`src/rtl/cpu_defs.sv`:
```
// Encodings shared by the instruction decoder and the PC/next-PC logic, so both
// sides agree on the PCSrc and Branch_Type codes.
package cpu_defs;

   localparam logic [1:0] PCSRC_PC4    = 2'b00;
   localparam logic [1:0] PCSRC_JUMP   = 2'b01;
   localparam logic [1:0] PCSRC_JUMPR  = 2'b10;
   localparam logic [1:0] PCSRC_BRANCH = 2'b11;

   localparam logic [2:0] BT_NONE = 3'b000;
   localparam logic [2:0] BT_BNE  = 3'b001;
   localparam logic [2:0] BT_BLEZ = 3'b010;
   localparam logic [2:0] BT_BGTZ = 3'b011;
   localparam logic [2:0] BT_BLTZ = 3'b100;
   localparam logic [2:0] BT_BEQ  = 3'b101;

   localparam logic [31:0] PC_RESET_DEFAULT = 32'h0000_0000;
   localparam int          CNT_W_DEFAULT    = 16;

endpackage

```
`src/rtl/pc_next_unit_if.sv`:
```
// ID-stage to PC-unit bundle: resolved control/operands in, fetch PC and status out.
interface pc_next_unit_if #(
   parameter int CNT_W = cpu_defs::CNT_W_DEFAULT
);
   logic             stall;
   logic             id_valid;
   logic [31:0]      id_pc_plus4;
   logic [1:0]       PCSrc;
   logic [2:0]       Branch_Type;
   logic [31:0]      rs_data;
   logic [31:0]      rt_data;
   logic [31:0]      imm_ext;
   logic [25:0]      instr_index;
   logic [31:0]      pc;
   logic [31:0]      pc_plus4;
   logic             flush_if;
   logic             halted;
   logic             align_err;
   logic [CNT_W-1:0] redirect_cnt;
   logic [CNT_W-1:0] branch_cnt;

   modport master (
      output stall, id_valid, id_pc_plus4, PCSrc, Branch_Type,
             rs_data, rt_data, imm_ext, instr_index,
      input  pc, pc_plus4, flush_if, halted, align_err, redirect_cnt, branch_cnt
   );

   modport slave (
      input  stall, id_valid, id_pc_plus4, PCSrc, Branch_Type,
             rs_data, rt_data, imm_ext, instr_index,
      output pc, pc_plus4, flush_if, halted, align_err, redirect_cnt, branch_cnt
   );
endinterface

```
`src/rtl/branch_cmp.sv`:
```
// Branch condition evaluation on forwarded operands; rs/rt are treated as signed.
module branch_cmp
   import cpu_defs::*;
(
   input  logic [31:0] rs_data,
   input  logic [31:0] rt_data,
   input  logic [2:0]  branch_type,
   output logic        taken
);

   logic rs_zero;
   logic rs_neg;

   assign rs_zero = (rs_data == 32'd0);
   assign rs_neg  = rs_data[31];

   always_comb begin
      taken = 1'b0;
      case (branch_type)
         BT_BEQ:  taken = (rs_data == rt_data);
         BT_BNE:  taken = (rs_data != rt_data);
         BT_BLEZ: taken = rs_neg | rs_zero;
         BT_BGTZ: taken = !rs_neg && !rs_zero;
         BT_BLTZ: taken = rs_neg;
         default: taken = 1'b0;
      endcase
   end

endmodule

```
`src/rtl/pc_next_unit.sv`:
```
// Architectural PC with ID-stage branch/jump resolution, IF flush, redirect
// statistics and a self-jump halt detector.
module pc_next_unit
   import cpu_defs::*;
#(
   parameter logic [31:0] PC_RESET = PC_RESET_DEFAULT,
   parameter int          CNT_W    = CNT_W_DEFAULT
)(
   input  logic           clk,
   input  logic           reset,
   pc_next_unit_if.slave  bus
);

   typedef enum logic {RUN = 1'b0, HALT = 1'b1} state_e;

   state_e           state_reg;
   logic [31:0]      pc_reg;
   logic [31:0]      pc_next;
   logic             halted_reg;
   logic             align_err_reg;
   logic [CNT_W-1:0] redirect_cnt_reg;
   logic [CNT_W-1:0] branch_cnt_reg;

   logic             taken;
   logic             run;
   logic             is_branch;
   logic             redirect;
   logic             redirect_go;
   logic             self_jump;
   logic             misaligned;
   logic [31:0]      target;

   // The comparator output is only consulted when PCSrc selects a branch; the
   // decoder puts BEQ's code on Branch_Type for every non-branch.
   branch_cmp u_branch_cmp (
      .rs_data     (bus.rs_data),
      .rt_data     (bus.rt_data),
      .branch_type (bus.Branch_Type),
      .taken       (taken)
   );

   assign run       = (state_reg == RUN);
   assign is_branch = (bus.PCSrc == PCSRC_BRANCH);

   always_comb begin
      target = bus.id_pc_plus4 + (bus.imm_ext << 2);
      case (bus.PCSrc)
         PCSRC_JUMP:  target = {bus.id_pc_plus4[31:28], bus.instr_index, 2'b00};
         PCSRC_JUMPR: target = {bus.rs_data[31:2], 2'b00};
         default:     target = bus.id_pc_plus4 + (bus.imm_ext << 2);
      endcase
   end

   assign redirect    = bus.id_valid && run &&
                        ((bus.PCSrc == PCSRC_JUMP) || (bus.PCSrc == PCSRC_JUMPR) ||
                         (is_branch && taken));
   assign redirect_go = redirect && !bus.stall;
   assign self_jump   = (target == (bus.id_pc_plus4 - 32'd4));
   assign misaligned  = (bus.PCSrc == PCSRC_JUMPR) && (bus.rs_data[1:0] != 2'b00);

   always_comb begin
      pc_next = pc_reg + 32'd4;
      if (bus.stall || !run) begin
         pc_next = pc_reg;
      end else if (redirect) begin
         pc_next = target;
      end
   end

   always_ff @(posedge clk or posedge reset) begin
      if (reset) begin
         pc_reg           <= PC_RESET;
         state_reg        <= RUN;
         halted_reg       <= 1'b0;
         align_err_reg    <= 1'b0;
         redirect_cnt_reg <= '0;
         branch_cnt_reg   <= '0;
      end else begin
         pc_reg <= pc_next;
         if (!bus.stall && run) begin
            if (redirect && (redirect_cnt_reg != '1)) begin
               redirect_cnt_reg <= redirect_cnt_reg + CNT_W'(1);
            end
            if (bus.id_valid && is_branch && (branch_cnt_reg != '1)) begin
               branch_cnt_reg <= branch_cnt_reg + CNT_W'(1);
            end
            if (redirect && misaligned) begin
               align_err_reg <= 1'b1;
            end
            // A self-targeting redirect still loads its target, then parks there.
            if (redirect && self_jump) begin
               state_reg  <= HALT;
               halted_reg <= 1'b1;
            end
         end
      end
   end

   assign bus.pc           = pc_reg;
   assign bus.pc_plus4     = pc_reg + 32'd4;
   assign bus.flush_if     = redirect_go && !reset;
   assign bus.halted       = halted_reg;
   assign bus.align_err    = align_err_reg;
   assign bus.redirect_cnt = redirect_cnt_reg;
   assign bus.branch_cnt   = branch_cnt_reg;

endmodule

```
`src/flat_wrapper.sv`:
```
// flat-port wrapper written by rule: the top's interface ports become plain ports
module pc_next_unit_flat import cpu_defs::*;
#(
   parameter logic [31:0] PC_RESET = PC_RESET_DEFAULT,
   parameter int          CNT_W    = CNT_W_DEFAULT
)
  (clk, reset, bus_stall, bus_id_valid, bus_id_pc_plus4, bus_PCSrc, bus_Branch_Type, bus_rs_data, bus_rt_data, bus_imm_ext, bus_instr_index, bus_pc, bus_pc_plus4, bus_flush_if, bus_halted, bus_align_err, bus_redirect_cnt, bus_branch_cnt);
  pc_next_unit_if #(.CNT_W(CNT_W)) bus_i ();
  input  logic clk;
  input  logic reset;
  input wire logic [$bits(bus_i.stall)-1:0] bus_stall;
  input wire logic [$bits(bus_i.id_valid)-1:0] bus_id_valid;
  input wire logic [$bits(bus_i.id_pc_plus4)-1:0] bus_id_pc_plus4;
  input wire logic [$bits(bus_i.PCSrc)-1:0] bus_PCSrc;
  input wire logic [$bits(bus_i.Branch_Type)-1:0] bus_Branch_Type;
  input wire logic [$bits(bus_i.rs_data)-1:0] bus_rs_data;
  input wire logic [$bits(bus_i.rt_data)-1:0] bus_rt_data;
  input wire logic [$bits(bus_i.imm_ext)-1:0] bus_imm_ext;
  input wire logic [$bits(bus_i.instr_index)-1:0] bus_instr_index;
  output wire logic [$bits(bus_i.pc)-1:0] bus_pc;
  output wire logic [$bits(bus_i.pc_plus4)-1:0] bus_pc_plus4;
  output wire logic [$bits(bus_i.flush_if)-1:0] bus_flush_if;
  output wire logic [$bits(bus_i.halted)-1:0] bus_halted;
  output wire logic [$bits(bus_i.align_err)-1:0] bus_align_err;
  output wire logic [$bits(bus_i.redirect_cnt)-1:0] bus_redirect_cnt;
  output wire logic [$bits(bus_i.branch_cnt)-1:0] bus_branch_cnt;
  assign bus_i.stall = bus_stall;
  assign bus_i.id_valid = bus_id_valid;
  assign bus_i.id_pc_plus4 = bus_id_pc_plus4;
  assign bus_i.PCSrc = bus_PCSrc;
  assign bus_i.Branch_Type = bus_Branch_Type;
  assign bus_i.rs_data = bus_rs_data;
  assign bus_i.rt_data = bus_rt_data;
  assign bus_i.imm_ext = bus_imm_ext;
  assign bus_i.instr_index = bus_instr_index;
  assign bus_pc = bus_i.pc;
  assign bus_pc_plus4 = bus_i.pc_plus4;
  assign bus_flush_if = bus_i.flush_if;
  assign bus_halted = bus_i.halted;
  assign bus_align_err = bus_i.align_err;
  assign bus_redirect_cnt = bus_i.redirect_cnt;
  assign bus_branch_cnt = bus_i.branch_cnt;
  pc_next_unit #(.PC_RESET(PC_RESET), .CNT_W(CNT_W)) u_core (.clk(clk), .reset(reset), .bus(bus_i));
endmodule
```
`config.mk`:
```
export PLATFORM = sky130hd
export DESIGN_NAME = pc_next_unit_flat
export DESIGN_NICKNAME = d
export VERILOG_FILES = /design/src/rtl/cpu_defs.sv /design/src/rtl/pc_next_unit_if.sv /design/src/rtl/branch_cmp.sv /design/src/rtl/pc_next_unit.sv /design/src/flat_wrapper.sv
export SDC_FILE = /design/constraint.sdc
export NUM_CORES = 1
export LEC_CHECK = 0
export BUFFER_PORTS_ARGS = -buffer_cell sky130_fd_sc_hd__buf_2
export CAP_MARGIN = 5
export CORE_MARGIN = 8
export CORE_UTILIZATION = 57
export CTS_CLUSTER_DIAMETER = 150
export DETAILED_ROUTE_END_ITERATION = 12
export PLACE_DENSITY = 0.85
export REMOVE_ABC_BUFFERS = 1
export SYNTH_ARGS = -nofsm -noshare
export SYNTH_HDL_FRONTEND = slang
export SYNTH_HIERARCHICAL = 1
export SYNTH_SLANG_ARGS = --single-unit
```
`constraint.sdc`:
```
create_clock -name clk -period 4.3 [get_ports clk]
set_clock_uncertainty 0.15 [all_clocks]
set_input_delay 0.215 -clock clk [delete_from_list [all_inputs] [get_ports clk]]
set_output_delay 0.215 -clock clk [all_outputs]
set_load 0.05 [all_outputs]
```
==> results.json <==
{
  "dp_hpwl_um": 26100,
  "startpoint_type": "flop",
  "cts.path.max_buffers": 2,
  "vias": 9372,
  "htree_levels": 3,
  "grt_pass1_wl_um": 48400,
  "io_buffer_count": 259,
  "ys_async_sr_fraction": 1.00,
  "startpoint": "u_core/bus.pc[2]$_DFFE_PP0P_",
  "rsz0062_at_grt": "no",
  "finalPower_mw": 3.88,
  "drc": 0,
  "start_util": 0.576,
  "min_period_over_period": 0.944,
  "path_class": "flop to output pin",
  "post-route-util": 0.708,
  "final_area_um2": 9710,
  "hp-start": "bus_id_pc_plus4[0]",
  "fp.dieH_um": 134,
  "hold_viol": 0,
  "synth-seq-area-share": 0.209,
  "setup_slack_ns": 0.239,
  "clock_latency_ns": 0.33,
  "numClockSinks": 66,
  "setup_tns_ns": 0,
  "syn_to_final_growth_pct": 22.8,
  "path_delay_family": "simple AND/OR/NAND/NOR gates",
  "grtUsageTotal": 0.341,
  "die_w_um": 134,
  "p_clk_frac": 0.181,
  "grt_max_degree": 62,
  "internal-power_mw": 1.81,
  "grt_overflow": 0,
  "seqCellArea_um2": 1650,
  "drt-wirelength-per-cell_um": 22.5,
  "slew_headroom": 0.457,
  "place.gp.congestion": 0.996,
  "critPathBufInv": 1,
  "irDropWorstVdd_mv": 0.217,
  "synth_edf_count": 0,
  "reg2reg_from": "u_core/bus.pc[2]$_DFFE_PP0P_",
  "antenna_found_initial": 3,
  "layout-drive-gt1-share": 0.259,
  "arrival_ns": 3.70,
  "clk_pin_slew_ns": 0.06,
  "cts_tree": "built",
  "final_nets": 1458,
  "postSynthCellCount": 1016,
  "max_stage_delay_ns": 0.44,
  "hp-class": "input port to flop",
  "period_needed_ns": 4.06,
  "crit_chain": "ha_1 > and3_1 > and3_1 > nor2b_1 > nand3_1 > nor2_1 > nand3_1 > nor2_1 > and2_1 > xor2_1 > buf_2",
  "power.share.sequential": 0.243,
  "die-area_um2": 17900,
  "via_per_inst": 6.49,
  "syn_area_um2": 7910,
  "ys_types": 78,
  "n_fill_cell": 1192,
  "multi_input_area_um2": 5970,
  "wirelength_um": 32500,
  "maxCapViolations": 0,
  "first_iter_violations": 1167,
  "synth_seq_cells": 66,
  "cts-buffers-inserted": 9,
  "p_switching_mw": 2.07,
  "worstMarginPinSlew_ns": 0.815,
  "finalSetupViolations": 0,
  "ant_nets": 0,
  "root_buffer": "clkbuf_16",
  "core_um2": 13700,
  "p_leak_nw": 4.40,
  "p_per_area_nw_per_um2": 399,
  "grt_pass1_vias": 8937,
  "combPwrFrac": 0.576,
  "post-place-ws_ns": 0.548,
  "placementRows": 43,
  "status": "completed",
  "cp_slowest_cell": "dfrtp_1",
  "dr.pass1.iters": 8,
  "crit_required_ns": 3.93,
  "slew_viol_final": 0,
  "syn_avg_cell_area_um2": 7.78,
  "post_cts_buffers": 0,
  "ys.flop_type": "dfrtp_1",
  "fmaxAchievable_mhz": 246,
  "crit_fanout": 6,
  "placed_area_um2": 9390,
  "p_sw_frac": 0.534,
  "ioPinCount": 262,
  "setup.worst_path.end_class": "output pin",
  "ys_warn_count": 6,
  "largest_reg_flops": 32
}
-- final cells by class --
cell class / count / area share
clock inverters: 5 / 0.00387
clock buffers: 11 / 0.0260
inverters: 28 / 0.0108
well taps: 180 / 0.0232
flip-flops and latches: 66 / 0.170
multi-input cells: 874 / 0.615
repair buffers: 279 / 0.151
diodes: 1 / 0.000258
-- layout by cell type (no fill, tap or decap), types with 7 or more instances in the layout --
cell	count
buf_2	259
nand2_1	104
xnor2_1	93
nor2_1	79
xor2_1	70
a21oi_1	67
dfrtp_1	66
o21ai_0	46
nand3_1	37
ha_1	35
inv_1	27
nor4_1	27
nand4_1	26
nor3_1	23
and3_1	22
a22oi_1	19
buf_4	17
a31oi_1	15
nand2b_1	12
mux2i_1	11
o22a_1	11
a211oi_1	10
clkbuf_16	9
o211ai_1	9
or3_1	9
a221oi_1	8
a21o_1	7
and2_1	7
a221o_1	7
mux2_2	7
o31ai_1	7
-- per-layer routing --
metal | routed length [um] | track usage
met1 | 12300 | 0.411
met2 | 15400 | 0.561
met3 | 3410 | 0.0856
met4 | 1360 | 0.155
met5 | 23 | 0
-- worst min-delay path: cells and delay by family --
family          cells  cell delay [ns]
simple gates        1             0.07
compound gates      1             0.07
buf+inv             1             0.13
-- synthesized netlist by cell type, types with 19 or more instances --
| cell type | instances | area [um2] |
|---|---|---|
| nand2_1 | 104 | 390 |
| xnor2_1 | 93 | 815 |
| nor2_1 | 79 | 297 |
| xor2_1 | 70 | 613 |
| a21oi_1 | 67 | 335 |
| dfrtp_1 | 66 | 1650 |
| o21ai_0 | 46 | 230 |
| clkbuf_1 | 37 | 139 |
| nand3_1 | 37 | 185 |
| ha_1 | 36 | 450 |
| inv_1 | 28 | 105 |
| nor4_1 | 27 | 169 |
| nand4_1 | 26 | 163 |
| nor3_1 | 24 | 120 |
| and3_1 | 22 | 138 |
| a22oi_1 | 19 | 143 |
-- power groups by stage --
stage / Combinational [mW] / Sequential (mW) / Clock, mW
after CTS: 2.20 / 0.936 / 0.705
after global routing: 2.34 / 0.966 / 0.730
after detailed placement: 2.19 / 0.943 / 0
final: 2.23 / 0.941 / 0.700
after global placement: 2.17 / 0.933 / 0
after floorplan: 1.11 / 1.36 / 0
-- worst paths after layout --
kind / end / slack [ns] / cells after the start
worst min register to register: u_core/bus.redirect_cnt[8]$_DFFE_PP0P_ / 0.34 / 1
worst min-delay path: u_core/bus.pc[0]$_DFFE_PP0P_ / 0.04 / 3
worst max-delay path: bus_pc_plus4[30] / 0.24 / 11
worst max register to register: u_core/bus.pc[30]$_DFFE_PP0P_ / 0.78 / 11
max in group asynchronous: u_core/bus.pc[20]$_DFFE_PP0P_ / 2.67 / 4
min in group asynchronous: u_core/bus.redirect_cnt[3]$_DFFE_PP0P_ / 0.36 / 3
-- kinds of logic (layout without fill, tap and decap cells) --
| group | Yosys count | count (layout) | synth area share |
|---|---|---|---|
| compound gates | 261 | 261 | 0.223 |
| xor+xnor | 165 | 165 | 0.185 |
| simple gates | 393 | 393 | 0.263 |
| flops | 66 | 66 | 0.209 |
| buf+inv | 76 | 323 | 0.0370 |
| mux | 18 | 18 | 0.0239 |
| other cells | 0 | 1 | 0 |
| fa+ha+maj | 37 | 37 | 0.0595 |
-- through the flow --
step                cells  hold slack (ns)
floorplan             968            0.210
global placement     1425            0.140
detailed placement   1425            0.159
CTS                  1443           0.0248
global route         1444           0.0461
finish               1444           0.0387
-- timing repair --
action	CTS	global route
hold buffers	2	0
setup endpoints to repair	0	2
hold endpoints to repair	26	0
resized for setup	0	1
Note: power is estimated with default switching activity, not from simulation.
